<file path="config.mk">
export PLATFORM = sky130hd
export DESIGN_NAME = aes_round_ctrl
export DESIGN_NICKNAME = d
export VERILOG_FILES = /design/src/rtl/aes_round_ctrl.sv
export SDC_FILE = /design/constraint.sdc
export NUM_CORES = 1
export LEC_CHECK = 0
export ABC_AREA = 1
export CORE_AREA = 2 2 39 41
export CTS_CLUSTER_DIAMETER = 150
export DETAILED_ROUTE_END_ITERATION = 8
export DIE_AREA = 0 0 41 43
export DONT_BUFFER_PORTS = 1
export PLACE_DENSITY = 0.63
export SLEW_MARGIN = 40
export SYNTH_ARGS = -nofsm -noshare
export SYNTH_HDL_FRONTEND = slang
export SYNTH_SLANG_ARGS = --single-unit
export TNS_END_PERCENT = 50
</file>
<file path="constraint.sdc">
create_clock -name clk -period 2.4 [get_ports clk]
set_clock_uncertainty 0.15 [all_clocks]
set_input_delay 0.48 -clock clk [delete_from_list [all_inputs] [get_ports clk]]
set_output_delay 0.48 -clock clk [all_outputs]
set_load 0.02 [all_outputs]
</file>
<file path="src/rtl/aes_round_ctrl.sv">
// Round sequencer for an iterative AES encryption datapath: requests round keys
// 0..NR in order, issues load/update strobes, and hands off the final ciphertext.
module aes_round_ctrl #(
  parameter int unsigned NR = 10  // 10, 12 or 14 cipher rounds
) (
  input  logic       clk,
  input  logic       rst,
  input  logic       in_valid,
  output logic       in_ready,
  output logic       key_req,
  output logic [3:0] key_idx,
  input  logic       key_ack,
  output logic       ld_state,
  output logic       upd_state,
  output logic       mix_en,
  output logic [3:0] round,
  output logic       out_valid,
  input  logic       out_ready
);

  typedef enum logic [1:0] {IDLE, KEY, DONE} state_t;

  localparam logic [3:0] LAST_ROUND = 4'(NR);

  state_t     state_q, state_d;
  logic [3:0] round_q, round_d;

  // NOTE: sequential state uses non-blocking assignments so every flop samples pre-edge values.
  always_ff @(posedge clk) begin
    if (!rst) begin
      state_q <= IDLE;
      round_q <= '0;
    end else begin
      state_q <= state_d;
      round_q <= round_d;
    end
  end

  // NOTE: every signal driven here gets a default first, so no latch is inferred.
  always_comb begin
    state_d   = state_q;
    round_d   = round_q;
    in_ready  = 1'b0;
    key_req   = 1'b0;
    key_idx   = '0;
    ld_state  = 1'b0;
    upd_state = 1'b0;
    mix_en    = 1'b0;
    out_valid = 1'b0;

    // Outputs are forced quiet while reset is held, even before the flops clear.
    if (rst) begin
      unique case (state_q)
        IDLE: begin
          in_ready = 1'b1;
          if (in_valid) begin
            state_d = KEY;
            round_d = '0;
          end
        end
        KEY: begin
          key_req = 1'b1;
          key_idx = round_q;
          if (key_ack) begin
            if (round_q == '0) begin
              ld_state = 1'b1;
              round_d  = 4'd1;
            end else begin
              upd_state = 1'b1;
              // Final round skips mixColumns and parks the counter at NR.
              if (round_q == LAST_ROUND) begin
                state_d = DONE;
              end else begin
                mix_en  = 1'b1;
                round_d = round_q + 4'd1;
              end
            end
          end
        end
        DONE: begin
          out_valid = 1'b1;
          if (out_ready) begin
            state_d = IDLE;
            round_d = '0;
          end
        end
        default: begin
          state_d = IDLE;
          round_d = '0;
        end
      endcase
    end
  end

  assign round = rst ? round_q : '0;

endmodule

</file>
After elaboration in Yosys (flattened, before gate mapping)
Cells that the tools add are included.

Memory bits (writable): 0. Register bits: 6. Memory bits (read-only): 0. Latch bits: 0. Bits of input ports: 5. Logic and storage cells: 50. Output and inout port bits: 14. Memories kept: 0.

$lt $le $gt $ge: 0. Shift operators: 0. Divide/modulo/power cells: 0. Add/subtract/negate cells: 1. Reductions and logical operators: 4. Bitwise logic cells: 0. Mux-type cells: 34. Equality and inequality tests: 9. Multiply operators: 0.

Operators by type and width (count): $mux 4 (8); $mux 1 (19); $pmux 4 s3 (1); $mux 2 (5); $ne 2x2->1 const B (5); $pmux 2 s3 (1); $reduce_and 5->1 (1); $add 4x1->4 const B (1); $eq 4x4->1 const B (1); $logic_not 4->1 (1); $reduce_and 4->1 (1); $ne 3x3->1 const B (1); $eq 2x1->1 const B (1); $eq 2x2->1 const B (1); $logic_not 2->1 (1).

Depth between registers and ports, before layout
Depth in word-level cells: 6. Mapped depth: 10. Gate-level depth less buffers: 10.

Worst setup path after synthesis
OpenSTA, ideal clock, no wires.

Path type: flip-flop to output port. Start: register round_q[0]. End: output mix_en. Arrival time: 1.501 ns. Stages on the path, launching flop included: 6. Path slack: 0.269 ns. Buffers on the path: 0. Data required time: 1.770 ns. Cell sequence: dfxtp_1 inv_1 ha_1 nand2_1 nor2_2 nor4_1.

Cells in the longest elaborated chain, start to end: 6. Elaborated cells on any way between the ends: 7. Classes of those cells: 1 x eq/ne; 5 x mux; 1 x reduce/logical.

Ends and longest elaborated chain: from (decl) (RTL line 26) `logic [3:0] round_q, round_d;`; from (signal assigned) (RTL line 35) `round_q <= round_d;`; $eq 4x4->1 (RTL line 71) `if (round_q == LAST_ROUND) begin`; $mux 1 (RTL line 71); $mux 1 * (RTL line 65) `if (round_q == '0) begin`; $mux 1 * (RTL line 64) `if (key_ack) begin`; $mux 1 * (RTL line 53) `unique case (state_q)`; $mux 1 * (RTL line 52) `if (rst) begin`; to (decl) (RTL line 15) `output logic mix_en,`.

Every way passes the cells marked *; elsewhere a longest branch is shown, timed or not.

Worst setup path after layout
Same ends and word-level chain as after synthesis.

==> summary by stage <==
Routing
The per-cell routed wire length is around 10 um. In the routed design, unresolved DRC markers number 0. Across all layers, the routed design uses approximately 480 vias.

The DRC marker count from the first detailed-route iteration is 7. In this run the remaining antenna-violating nets after routing total 0. The via count normalized by instance count is 4.69. The number of optimization iterations in the first detailed-route pass is 3. Summed over all layers, the routed wires come to 1020 um.

Pwr
The power per unit of standard cell area is 457 nW/um^2. The peak ir drop on the vdd network is about 0.00022 V. Power comes to 0.000270 W. The leakage power total is roughly 0.32 nW.

Status
The run finished with clean final reports.

Clock tree
The CTS buffer count is 3. In this run, post-CTS repair resized a total of 0 instances. The number of buffers inserted by hold repair at cts is 0. For the worst-skew pair, the clock arrives at the later sink with an insertion delay of 240 ps. The root buffer selected by CTS is sky130_fd_sc_hd__clkbuf_4. The CTS tree is done.

The buffers inserted during post-CTS setup optimization is 0. CTS built an H-tree with a depth of 1. The TritonCTS sink count is 6. The clock transition at the registers of the reported paths is about 40 ps.

The clock tree buffer depth is 2.

Synthesis
The sequential fraction of the synthesis area is 22.7%. The number of different library cells used by synthesis comes to 21. The count of flip-flops with a built-in enable after synthesis is 0. Ranked by total cell area, the synthesized netlist is headed by sky130_fd_sc_hd__dfxtp_1 (23%), sky130_fd_sc_hd__inv_1 (11%), sky130_fd_sc_hd__nand2_1 (9.2%). The post-synth design cell area is 529 sq um. Each instance of the synthesized netlist takes up on average 6.45 sq um. The fraction of post-synthesis cell area in the top cell type by area is roughly 23%. The most common cell in the netlist is sky130_fd_sc_hd__inv_1. The cell taking the most area after synthesis is sky130_fd_sc_hd__dfxtp_1.

Sorting the synthesized cells by how often they occur yields sky130_fd_sc_hd__inv_1 (15), sky130_fd_sc_hd__nand2_1 (13), sky130_fd_sc_hd__nor2_1 (9). The number of instances in the synthesized netlist is 82. Counting every net in the synthesized netlist gives 90. The Yosys step of the flow raised 0 warnings. The share of synthesized registers carrying an async set or reset is 0%. The number of synthesized register bits is 6.

In the synthesized netlist the dominant register cell turns out to be sky130_fd_sc_hd__dfxtp_1.

GRT
The number of global-route vias before repair was ~470. The number of antenna violations at the first check in global routing was 0. Entering global routing, the biggest net connects 11 pins. The global-route usage over all layers is between 10 and 15%. After global routing the overflow that remains totals 0. The first-pass GRT wire length is 1730 um.

Timing
Setup repair after global routing left no endpoint under its margin. The normalized max-slew margin is roughly three fifths. The worst-margin pin slew is roughly 620 ps.

The final cycle utilization of the critical path is 91.5%. The final count of negative-setup-slack endpoints is 0. After routing, the total negative slack on setup checks comes to 0 ps. The number of pins with negative max-slew slack in the final report is 0.

Static timing analysis puts the maximum clock frequency at around 460 MHz. The number of hold-slack violations in the final timing report was 0. The post-layout minimum cycle time is between 2000 and 2500 ps.

The minimum setup slack in the final design is 204 ps.

Floorplanning
The count of boundary I/O pins is 19. The placement row count is 14. The area of the die is 1760 sq um. The floorplan die height is 43 um.

For this configuration, the core starts out at a cell density of between 30% and 40%. The core area is between 1000 and 1500 sq um. The die is approximately 41 um wide.

Final layout
The layout overhead on the synthesized area is 11.3%. In the final design database the tool counted 97 nets. The post-route non-filler standard cell count is 103. The total inserted antenna cells is 0. Counting the fill cells in the layout gives 149. The ratio of cells with drive above 1 in the final layout is 25.3%.

Job
Across the run, the number of max-cap violations was 0.

Worst setup path
Data arrives at the worst endpoint at 1570 ps. The number of buffers and inverters on the critical path is 2. The cell with the biggest individual delay on the critical path is sky130_fd_sc_hd__dfxtp_1.

The critical path is of the register to output port type. The data required time at the worst endpoint is between 1500 and 2000 ps. The type of element capturing the critical path is an output port. Traced cell by cell, the critical path runs through inv_1 -> ha_1 -> nand2_1 -> nor2_2 -> nor4_1 -> buf_4. Broken down by cell family, the worst path's largest delay share belongs to simple AND/OR/NAND/NOR gates. In this run the worst path has a maximum fanout of 6. The longest individual stage delay on the worst path is 400 ps. The startpoint type of the worst setup path is a register.

Placement
Input and output buffers added on the ports amount to 0. The worst slack after detailed placement is 485 ps. The congestion estimate from routability-driven global placement came to 0.685. The total instance count after detailed placement is 100. Detailed placement finished with a half-perimeter wire length of 849 um.

Hold path
The tightest min-delay check is of the primary input to register type.
## flip-flops by register name, indices dropped and copies added (netlist names)
name     flops
round_q      4
state_q      2
## kinds of logic (layout without fill, tap and decap cells)
group	count (synthesis)	count (layout)	synth area share [%]
flip-flops	6	6	22.7
AND/OR/NAND/NOR	44	44	46.8
buffers and inverters	21	26	15.1
AO/OA/AOI/OAI	8	8	8.27
adder cells (fa/ha/maj)	3	3	7.09
## worst paths after layout
check | startpoint | end | slack, ps | cells after the start
worst max register to register | round_q[0]$_SDFFE_PN0P_ | round_q[2]$_SDFFE_PN0P_ | 870 | 9
worst min-delay path | rst | state_q[0]$_SDFFE_PN0P_ | 210 | 2
worst max-delay path | round_q[0]$_SDFFE_PN0P_ | mix_en | 200 | 6
worst min register to register | round_q[3]$_SDFFE_PN0P_ | round_q[3]$_SDFFE_PN0P_ | 400 | 2
## per-stage QoR
stage	cell area (sq um)	utilization (%)	hold slack (ps)
after CTS	589	42.6	199
after floorplan	529	-	353
after detailed placement	567	41.0	395
final	589	42.6	210
after global routing	589	42.6	200
after global placement	567	41.0	386
## layout by cell type, fill, tap and decap left out
master                     count
sky130_fd_sc_hd__nor4_1        1
sky130_fd_sc_hd__nand3_2       2
sky130_fd_sc_hd__nor2_1        9
sky130_fd_sc_hd__nand2_1      13
sky130_fd_sc_hd__nor3_1        3
sky130_fd_sc_hd__a21oi_2       1
sky130_fd_sc_hd__inv_2         5
sky130_fd_sc_hd__nor2_8        1
sky130_fd_sc_hd__ha_1          3
sky130_fd_sc_hd__nand4_1       2
sky130_fd_sc_hd__dfxtp_1       6
sky130_fd_sc_hd__clkbuf_4      3
sky130_fd_sc_hd__a21oi_1       1
sky130_fd_sc_hd__nor2_4        1
sky130_fd_sc_hd__inv_1        15
sky130_fd_sc_hd__nand3b_1      1
sky130_fd_sc_hd__nand3_1       5
sky130_fd_sc_hd__o21ai_1       6
sky130_fd_sc_hd__nor2_2        1
sky130_fd_sc_hd__nand2_2       3
sky130_fd_sc_hd__buf_4         3
sky130_fd_sc_hd__nand2_4       2
## metal layers
| layer | track usage (%) | part of all wire [%] |
|---|---|---|
| met1 | 15.5 | 46 |
| met2 | 23.4 | 49 |
| met3 | 3.14 | 3.0 |
| met4 | 12.0 | 0.88 |
| met5 | 0 | 0 |
## power by group
group	internal [W]	switching (W)
Clock	0.0000564	0.0000335
Combinational	0.0000220	0.0000471
Sequential	0.000105	0.00000554
## worst reg2reg max path: cells and delay by family (launching register included)
kind | cells | cell delay (ps)
buffers and inverters | 1 | 110
adders and majority gates | 1 | 200
AOI/OAI and AO/OA | 1 | 120
DFF | 1 | 400
and+or+nand+nor | 6 | 480
## final cells by class
class	instances	area (sq um)	area share, %
multi-input cells	55	329	55.8
flip-flops and latches	6	120	20.4
inverters	20	75.1	12.7
clock buffers	3	22.5	3.82
repair buffers	3	22.5	3.82
well taps	16	20.0	3.40
(Power assumes the default switching activity.)
